[config.mk]
export PLATFORM = sky130hd
export DESIGN_NAME = ustc_crossbar
export DESIGN_NICKNAME = d
export VERILOG_FILES = /design/src/rtl/ustc_crossbar.sv
export SDC_FILE = /design/constraint.sdc
export NUM_CORES = 1
export LEC_CHECK = 0
export CAP_MARGIN = 20
export CORE_MARGIN = 3
export CORE_UTILIZATION = 36
export CTS_CLUSTER_SIZE = 28
export DETAILED_ROUTE_END_ITERATION = 8
export PLACE_DENSITY = 0.76
export SYNTH_ARGS = -nofsm -noshare
export SYNTH_HDL_FRONTEND = slang
export SYNTH_SLANG_ARGS = --single-unit
[constraint.sdc]
create_clock -name clk -period 1.4 [get_ports clk]
set_input_delay 0.28 -clock clk [delete_from_list [all_inputs] [get_ports clk]]
set_output_delay 0.28 -clock clk [all_outputs]
set_load 0.03 [all_outputs]
[src/rtl/ustc_crossbar.sv]
// N x N one-hot-row data crossbar with a registered output stage (AND-OR mux per output lane).
// Optional macro USTC_CROSSBAR_IN_REG_EN adds an input register stage (total latency 2).
module ustc_crossbar #(
    parameter int N       = 8,
    parameter int DW_DATA = 8
) (
    input  logic                 clk,
    input  logic                 reset,
    input  logic [N*N-1:0]       ctrl,
    input  logic [N*DW_DATA-1:0] in,
    output logic [N*DW_DATA-1:0] out
);

    logic [N*N-1:0]       w_ctrl;
    logic [N*DW_DATA-1:0] w_in;
    logic [N*DW_DATA-1:0] w_sel;
    logic [N*DW_DATA-1:0] r_out_p1;

    // Every selected lane is ORed in, so multi-hot rows merge and all-zero rows give 0.
    function automatic logic [DW_DATA-1:0] lane_mux(
        input logic [N-1:0]         row,
        input logic [N*DW_DATA-1:0] lanes
    );
        logic [DW_DATA-1:0] acc;
        acc = '0;
        for (int j = 0; j < N; j++) begin
            acc = acc | (lanes[j*DW_DATA +: DW_DATA] & {DW_DATA{row[j]}});
        end
        return acc;
    endfunction

`ifdef USTC_CROSSBAR_IN_REG_EN
    logic [N*N-1:0]       r_ctrl_p0;
    logic [N*DW_DATA-1:0] r_in_p0;

    // Stage p0: capture ctrl and data together
    always_ff @(posedge clk) begin
        if (reset) begin
            r_ctrl_p0 <= '0;
            r_in_p0   <= '0;
        end else begin
            r_ctrl_p0 <= ctrl;
            r_in_p0   <= in;
        end
    end

    assign w_ctrl = r_ctrl_p0;
    assign w_in   = r_in_p0;
`else
    assign w_ctrl = ctrl;
    assign w_in   = in;
`endif

    always_comb begin
        w_sel = '0;
        for (int i = 0; i < N; i++) begin
            w_sel[i*DW_DATA +: DW_DATA] = lane_mux(w_ctrl[i*N +: N], w_in);
        end
    end

    // Stage p1: output register
    always_ff @(posedge clk) begin
        if (reset) begin
            r_out_p1 <= '0;
        end else begin
            r_out_p1 <= w_sel;
        end
    end

    assign out = r_out_p1;

endmodule

==> results.cfg, run 1 <==
[die]
io_pins = 194
dieWidth_um = 122
initial_utilization_pct = 37.6
die_y_um = 122
fp-row-count = 41
core_area_mm2 = 0.0129
die_area_mm2 = 0.0149

[sta]
rsz0062_at_grt = no
max_clock_freq_ghz = 0.723
setup_viol_count_final = 0
slew_headroom_pct = 72.6
tightest_slew_ns = 0.410
fin_crit_sh_pct = 98.8
drv_slew = 0
fin_ws_ns = 0.0171
report.final.hold_viol_count = 0
fin_crit_ns = 1.38
hold_ws_ns = 0.442

[pwr]
power_frac_comb_pct = 37.6
switching_share_pct = 35.8
pwr-share-seq_pct = 31.1
p_leak_nw = 2.80
p_per_area_mw_per_mm2 = 908
switchingPower_mw = 2.31
p_int_mw = 4.15
vdd_ir_drop_max_mv = 0.484
clkPwrFrac_pct = 31.3

[synth]
syn_area_per_cell_um2 = 9.33
synth_area_mm2 = 0.00484
yosys_warnings = 0
postSynthCellCount = 519
synth_cell_types = 9
syn_nets = 649
ys_ff_latch = 64
ys_seq_area_share_pct = 26.4

[run_status]
violations = design-rule violations
status = complete, but fails checks

[placed_design]
pre_cts_slack_ns = -0.114
gp_congestion = 1.05
dp_hpwl_um = 18500
io_buffers = 193

[clock_tree]
clock_sinks = 64
cts_root_buffer = clkbuf_16
htree_num_levels = 3
path_clk_slew_ns = 0.06
cts_tree = yes
numCtsBuffers = 9
clk_path_buf_depth = 2

[global_routing]
grt_busiest_layer = met2
grt_start_max_net_pins = 46
grtUsageMet3_pct = 14.8
grtUsageMet1_pct = 46.1
grt.met2_usage_pct = 56.3
antenna_found_initial = 0
grt_pass1_vias = 6274
grt_pass1_wl_um = 40800
grt-ovfl-total = 0
grtUsageTotal_pct = 37.9

[worst_setup_path]
critPathRequiredTime_ns = 1.12
cp_slowest_cell = dlygate4sd2_1
start_kind = flop
crit_buf_inv = 1
crit_fanout = 1
worstPathArrival_ns = 1.10
worstSetupEndpointType = primary output
cp_top_family = buffers and inverters
path_class = reg2out
worstPathCellList = dlygate4sd2_1
slowest_delay_ns = 0.41

[drt]
avgRoutedWirePerCell_um = 33.5
drt_iter0_drc = 1231
vias = 6326
viasPerCell = 7.38
drt_wl_total_um = 28700
firstDrtPassIters = 9
drc = 1
ant_nets = 0

[final_layout]
antenna_cells = 0
largest_reg_flops = 64
area_delta_synth_final_pct = 46.9
nNetsFinal = 813
drive_above_1_share_pct = 19.3
nFillCells = 1179

[run]
cap_violations = 0

[worst_hold_path]
hold_start = reset
whs_endpoint = out[50]
holdPathStages = 3
hold_path_class = in2reg
==> kinds of logic (layout without fill, tap and decap cells) <==
kind of cell    count (synthesis)  in the layout  share of synthesized area (%)
flops                          64             64                           26.4
compound gates                320            320                           54.2
buf+inv                       135            301                           19.3
==> cell type report <==
type / instances / area (um^2) / area share, %
multi-input combinational: 320 / 2630 / 36.9
tap: 172 / 215 / 3.02
clock inverter: 2 / 10.0 / 0.141
clock buffer: 11 / 233 / 3.27
sequential: 64 / 1280 / 18.0
timing repair buffer: 288 / 2750 / 38.6
==> per-stage QoR <==
| stage | setup TNS [ns] | cell area (um^2) | total power, mW | util (%) | std cells |
|---|---|---|---|---|---|
| after floorplan | 0 | 4840 | 3.36 | - | 519 |
| after global placement | -0.920 | 6950 | 4.45 | 54.0 | 844 |
| after detailed placement | -1.33 | 6950 | 4.47 | 54.0 | 844 |
| after CTS | 0 | 7110 | 6.35 | 55.2 | 857 |
| after global routing | 0 | 7120 | 6.61 | 55.3 | 857 |
| final | 0 | 7120 | 6.46 | 55.3 | 857 |
==> cells in the final DEF, fill, tap and decap left out <==
cell             synthesis  routed
a22oi_1                242     242
clkdlybuf4s50_1          0     128
buf_4                   34      81
dfxtp_1                 64      64
dlygate4sd2_1            0      61
a41oi_1                 54      54
buf_12                   0      15
a22oi_2                 14      14
a41oi_2                 10      10
clkbuf_16                0       9
clkbuf_1                 0       2
clkinv_2                 0       2
clkdlybuf4s15_1          0       2
buf_2                   40       1
==> cells in the mapped netlist <==
cell type,count,share of area [%]
clkbuf_2,33,3.4
dfxtp_1,64,26
a41oi_1,54,9.8
a22oi_2,14,3.6
buf_4,34,5.3
buf_6,28,6.5
a22oi_1,242,37
a41oi_2,10,3.4
buf_2,40,4.1
==> worst min-delay path, stage by stage <==
cell and delay (ns):
buf_2 0.11, buf_12 0.24, a41oi_1 0.07
==> metal layers <==
| metal | part of all wire, % | up-vias |
|---|---|---|
| li1 | - | 2465 |
| met1 | 34 | 2905 |
| met2 | 42 | 767 |
| met3 | 16 | 189 |
| met4 | 7.4 | 0 |
| met5 | 0 | - |
==> power groups by stage <==
stage	combinational (mW)	clock (mW)	sequential (mW)
after floorplan	1.04	0	2.33
after global placement	2.40	0	2.05
after detailed placement	2.42	0	2.05
after CTS	2.33	2.01	2.01
after global routing	2.49	2.10	2.02
final	2.43	2.02	2.01
==> timing repair <==
action | CTS | global route
pin swaps | 0 | 0
hold buffers | 0 | 0
setup endpoints to repair | 63 | 2
setup buffers | 0 | 0
resized for setup | 63 | 2
==> worst max-delay path by stage <==
stage                     slack (ns)      end  startpoint  cells after the start
after floorplan                 0.55  out[42]       in[2]                      3
after global placement         -0.09   out[3]     ctrl[4]                      3
after detailed placement       -0.11  out[13]    ctrl[11]                      3
after CTS                      0.003   out[6]      out[6]                      1
after global routing           0.005   out[6]      out[6]                      1
final                           0.02   out[6]      out[6]                      1
(Power assumes the default switching activity.)
==> run 2: changes to the inputs <==
Settings changed: CORE_UTILIZATION 36 to 35, PLACE_DENSITY 0.76 to 0.74.
==> run 2 against run 1 <==
The run still ends with design-rule violations left. Highest routed layer unchanged. Worst hold slack got worse by 0.16 ns. Critical path depth is the same. Flip-flop and latch count unchanged. Via count down 0.84%. Clock power grew 16%. Combinational power hardly changed. Utilization decreased by 1.8 points. Die area increased by 2.7%. Setup slack worse by 0.0054 ns. Clock-buffer cell count up 2. First-iteration DRC count up 32%. Maximum frequency shrank 0.39%.
==> results.cfg, run 2 (synthesis gave the netlist of run 1 again) <==
[worst_setup_path]
slowest_delay_ns = 0.38
start_kind = flop
critPathRequiredTime_ns = 1.12
startpoint = out[1]
crit_fanout = 1
crit_buf_inv = 1
worstPathArrival_ns = 1.11
path_class = reg2out
cp_slowest_cell = clkdlybuf4s15_1
worstSetupEndpointType = primary output
cp_top_family = buffers and inverters
worstPathCellList = clkdlybuf4s15_1

[die]
die_area_mm2 = 0.0153
io_pins = 194
initial_utilization_pct = 36.2
die_y_um = 124
fp-row-count = 42
dieWidth_um = 124
core_area_mm2 = 0.0134

[final_layout]
stdcell_area_mm2 = 0.00716
layout_commonest_cell = a22oi_1
largest_reg_flops = 64
mostFrequentLayoutCells = a22oi_1, clkdlybuf4s50_1, dfxtp_1, dlygate4sd2_1, a41oi_1
area_delta_synth_final_pct = 47.9
drive_above_1_share_pct = 17.5
final_util_pct = 53.5
final_cell_count_no_fill = 843
antenna_cells = 0
nNetsFinal = 792

[sta]
drv_slew = 0
hold_ws_ns = 0.279
report.final.hold_viol_count = 0
setup_viol_count_final = 0
tns_ns = 0
tightest_slew_ns = 0.410
rsz0062_at_grt = no
slew_headroom_pct = 72.6
fin_crit_sh_pct = 99.2
fin_ws_ns = 0.0117
fin_crit_ns = 1.39
max_clock_freq_ghz = 0.720

[clock_tree]
cts_root_buffer = clkbuf_16
clk_path_buf_depth = 2
path_clk_slew_ns = 0.06
numCtsBuffers = 9
ctsHoldBuffers = 0
htree_num_levels = 3
cts_tree = yes
clock_sinks = 64

[global_routing]
grt_start_max_net_pins = 32
grt-ovfl-total = 0
antenna_found_initial = 0
grt_pass1_wl_um = 37900
grtUsageTotal_pct = 34.4
grt_pass1_vias = 6140

[drt]
viasPerCell = 7.44
drt_iter0_drc = 1630
drt_wl_total_um = 27400
drc = 46
drt-met1-wl_um = 9250
wl_met2_um = 11100
avgRoutedWirePerCell_um = 32.5
firstDrtPassIters = 9
vias = 6273
top_layer = met4
dr_wl_met3_um = 4990
ant_nets = 0

[run_status]
violations = design-rule violations
status = complete, but fails checks

[placed_design]
dpl_cell_area_mm2 = 0.00694
gp_congestion = 1.20
dp.cells = 827
dp_hpwl_um = 18000
io_buffers = 193
pre_cts_slack_ns = -0.135

[pwr]
fin_total_pwr_mw = 6.79
vdd_ir_drop_max_mv = 0.524
p_per_area_mw_per_mm2 = 948
p_leak_nw = 2.78

[worst_hold_path]
hold_path_class = in2reg
hold_start = reset

[run]
cap_violations = 0
[run 2: changes by cell type in the layout (fill, tap and decap cells not counted)]
cell           before  now
buf_4              81   50
clkbuf_8            0    2
clkbuf_2            0    1
bufinv_16           0    1
dlygate4sd2_1      61   58
buf_12             15   27
[run 2: timing repair]
action | 4_1_cts | 5_1_grt
endpoints found under the hold margin | 0 | 0
endpoints found under the setup margin | 61 | 2
resized for setup | 63 | 2
setup buffers | 0 | 0
[run 2: metal layers]
metal  up-vias  GRT usage, %
li1       2426             -
met1      2847          41.9
met2       774          47.8
met3       226          17.1
met4         0          21.2
met5         -          1.04
[run 2: report_power, final]
| group | switching [mW] | internal [mW] | total (mW) |
|---|---|---|---|
| clock | 0.883 | 1.47 | 2.35 |
| combinational | 1.39 | 1.03 | 2.43 |
| sequential | 0.0470 | 1.96 | 2.01 |
| total | 2.32 | 4.47 | 6.79 |
[run 2: final timing paths]
kind | to | slack, ns | cells past startpoint
max | out[1] | 0.01 | 1
min | out[48] | 0.28 | 2
[run 2: cell type report]
class	instances	area, um^2
fill	1209	6240
multi-input combinational	320	2630
tap	176	220
timing repair buffer	267	2740
clock buffer	13	260
clock inverter	3	40.0
sequential	64	1280
==> run 3: changes to the inputs <==
Settings changed: CORE_UTILIZATION 35 to 40, PLACE_DENSITY 0.74 to 0.82.
==> run 3 against run 2 <==
The run ends with design-rule violations, negative setup slack left. Design area down 1.2%. Sequential power about the same. Critical path depth unchanged. Global-route usage up 6.7 points. Sequential share of layout area up 0.21 points. Cell count down 2.7%. Clock power up 8%. Largest power group is now the clock network. Highest routed layer unchanged.
==> results.cfg, run 3 (synthesis gave the netlist of run 1 again) <==
[run_status]
status = complete, but fails checks
violations = design-rule violations, negative setup slack

[die]
io_pins = 194
initial_utilization_pct = 41.7
dieWidth_um = 116
core_area_mm2 = 0.0116
fp-row-count = 39
die_y_um = 116
die_area_mm2 = 0.0135

[drt]
viasPerCell = 7.75
ant_nets = 0
firstDrtPassIters = 9
drt_wl_total_um = 28500
avgRoutedWirePerCell_um = 34.7
vias = 6357
drc = 28
drt_iter0_drc = 1663

[pwr]
fin_total_pwr_mw = 6.95
power_frac_comb_pct = 34.8
pwr-share-seq_pct = 28.9
switchingPower_mw = 2.39
vdd_ir_drop_max_mv = 0.516
p_int_mw = 4.57
switching_share_pct = 34.3
p_per_area_mw_per_mm2 = 982
clkPwrFrac_pct = 36.3
p_leak_nw = 2.79

[sta]
report.final.hold_viol_count = 0
drv_slew = 0
slew_headroom_pct = 71.2
tightest_slew_ns = 0.431
setup_viol_count_final = 1
rsz0062_at_grt = no
max_clock_freq_ghz = 0.713
fin_crit_ns = 1.40
fin_crit_sh_pct = 100
fin_ws_ns = -0.00231

[final_layout]
final_util_pct = 61.0
layout_commonest_cell = a22oi_1
area_delta_synth_final_pct = 46.2
final_cell_count_no_fill = 820
antenna_cells = 0
drive_above_1_share_pct = 18.9
largest_reg_flops = 64
mostFrequentLayoutCells = a22oi_1, clkdlybuf4s50_1, buf_4, dfxtp_1, dlygate4sd2_1
nNetsFinal = 802

[clock_tree]
cts_root_buffer = clkbuf_16
path_clk_slew_ns = 0.06
postCtsSetupBuffers = 0
htree_num_levels = 3
cts_tree = yes
clk_path_buf_depth = 2
clock_sinks = 64
numCtsBuffers = 9

[placed_design]
dp.cells = 804
io_buffers = 193
dp_hpwl_um = 18100
gp_congestion = 1.05

[global_routing]
grt_pass1_wl_um = 40000
grt-ovfl-total = 0
grt_pass1_vias = 6148
antenna_found_initial = 0
grt_start_max_net_pins = 27
grtUsageTotal_pct = 41.1

[run]
cap_violations = 0

[worst_setup_path]
crit_buf_inv = 1
start_kind = flop
path_class = reg2out
worstPathArrival_ns = 1.12
crit_fanout = 1
critPathRequiredTime_ns = 1.12
slowest_delay_ns = 0.41
worstPathCellList = dlygate4sd2_1
cp.depth = 1
worstSetupEndpointType = primary output
cp_slowest_cell = dlygate4sd2_1
cp_top_family = buffers and inverters

[worst_hold_path]
hold_path_class = in2reg
holdPathStages = 3
[run 3: power by group through the flow]
stage	clock, mW	combinational, mW	sequential [mW]
2_1_floorplan	0	1.04	2.33
3_3_place_gp	0	2.35	2.05
3_5_place_dp	0	2.39	2.05
4_1_cts	2.51	2.30	2.01
5_1_grt	2.59	2.46	2.02
6_report	2.53	2.42	2.01
[run 3: metrics by stage]
| step | hold slack (ns) | worst slack, ns | TNS [ns] | cell area [um^2] |
|---|---|---|---|---|
| after floorplan | 0.492 | 0.546 | 0 | 4840 |
| after global placement | 0.730 | -0.0711 | -0.520 | 6840 |
| after detailed placement | 0.723 | -0.0852 | -1.04 | 6840 |
| after CTS | 0.383 | 0.00462 | 0 | 7090 |
| after global routing | 0.391 | 0.00153 | 0 | 7080 |
| final | 0.386 | -0.00231 | -0.00231 | 7080 |
[run 3: metal layers]
| metal | track usage, % | part of all wire, % | vias to the layer above | wire [um] |
|---|---|---|---|---|
| met5 | 0 | 0 | - | 0 |
| met1 | 50.6 | 33 | 2878 | 9500 |
| met4 | 24.2 | 8.7 | 0 | 2470 |
| li1 | - | - | 2446 | - |
| met3 | 17.2 | 17 | 258 | 4870 |
| met2 | 59.8 | 41 | 775 | 11600 |
[run 3: path summary, 6_finish.rpt]
path / endpoint / start
max: out[6] / out[6]
min: out[48] / reset
[run 3: repair_timing]
action	in CTS	in global routing
cloned	0	0
gates resized for setup	64	1
hold buffers	0	0
endpoints found under the setup margin	62	1
[run 3: area by class of cell]
cell class              instances  area [um^2]
fillers                       976         4530
flip-flops and latches         64         1280
multi-input cells             320         2630
well taps                     143          179
clock inverters                 6         82.6
repair buffers                277         2670
clock buffers                  10          239
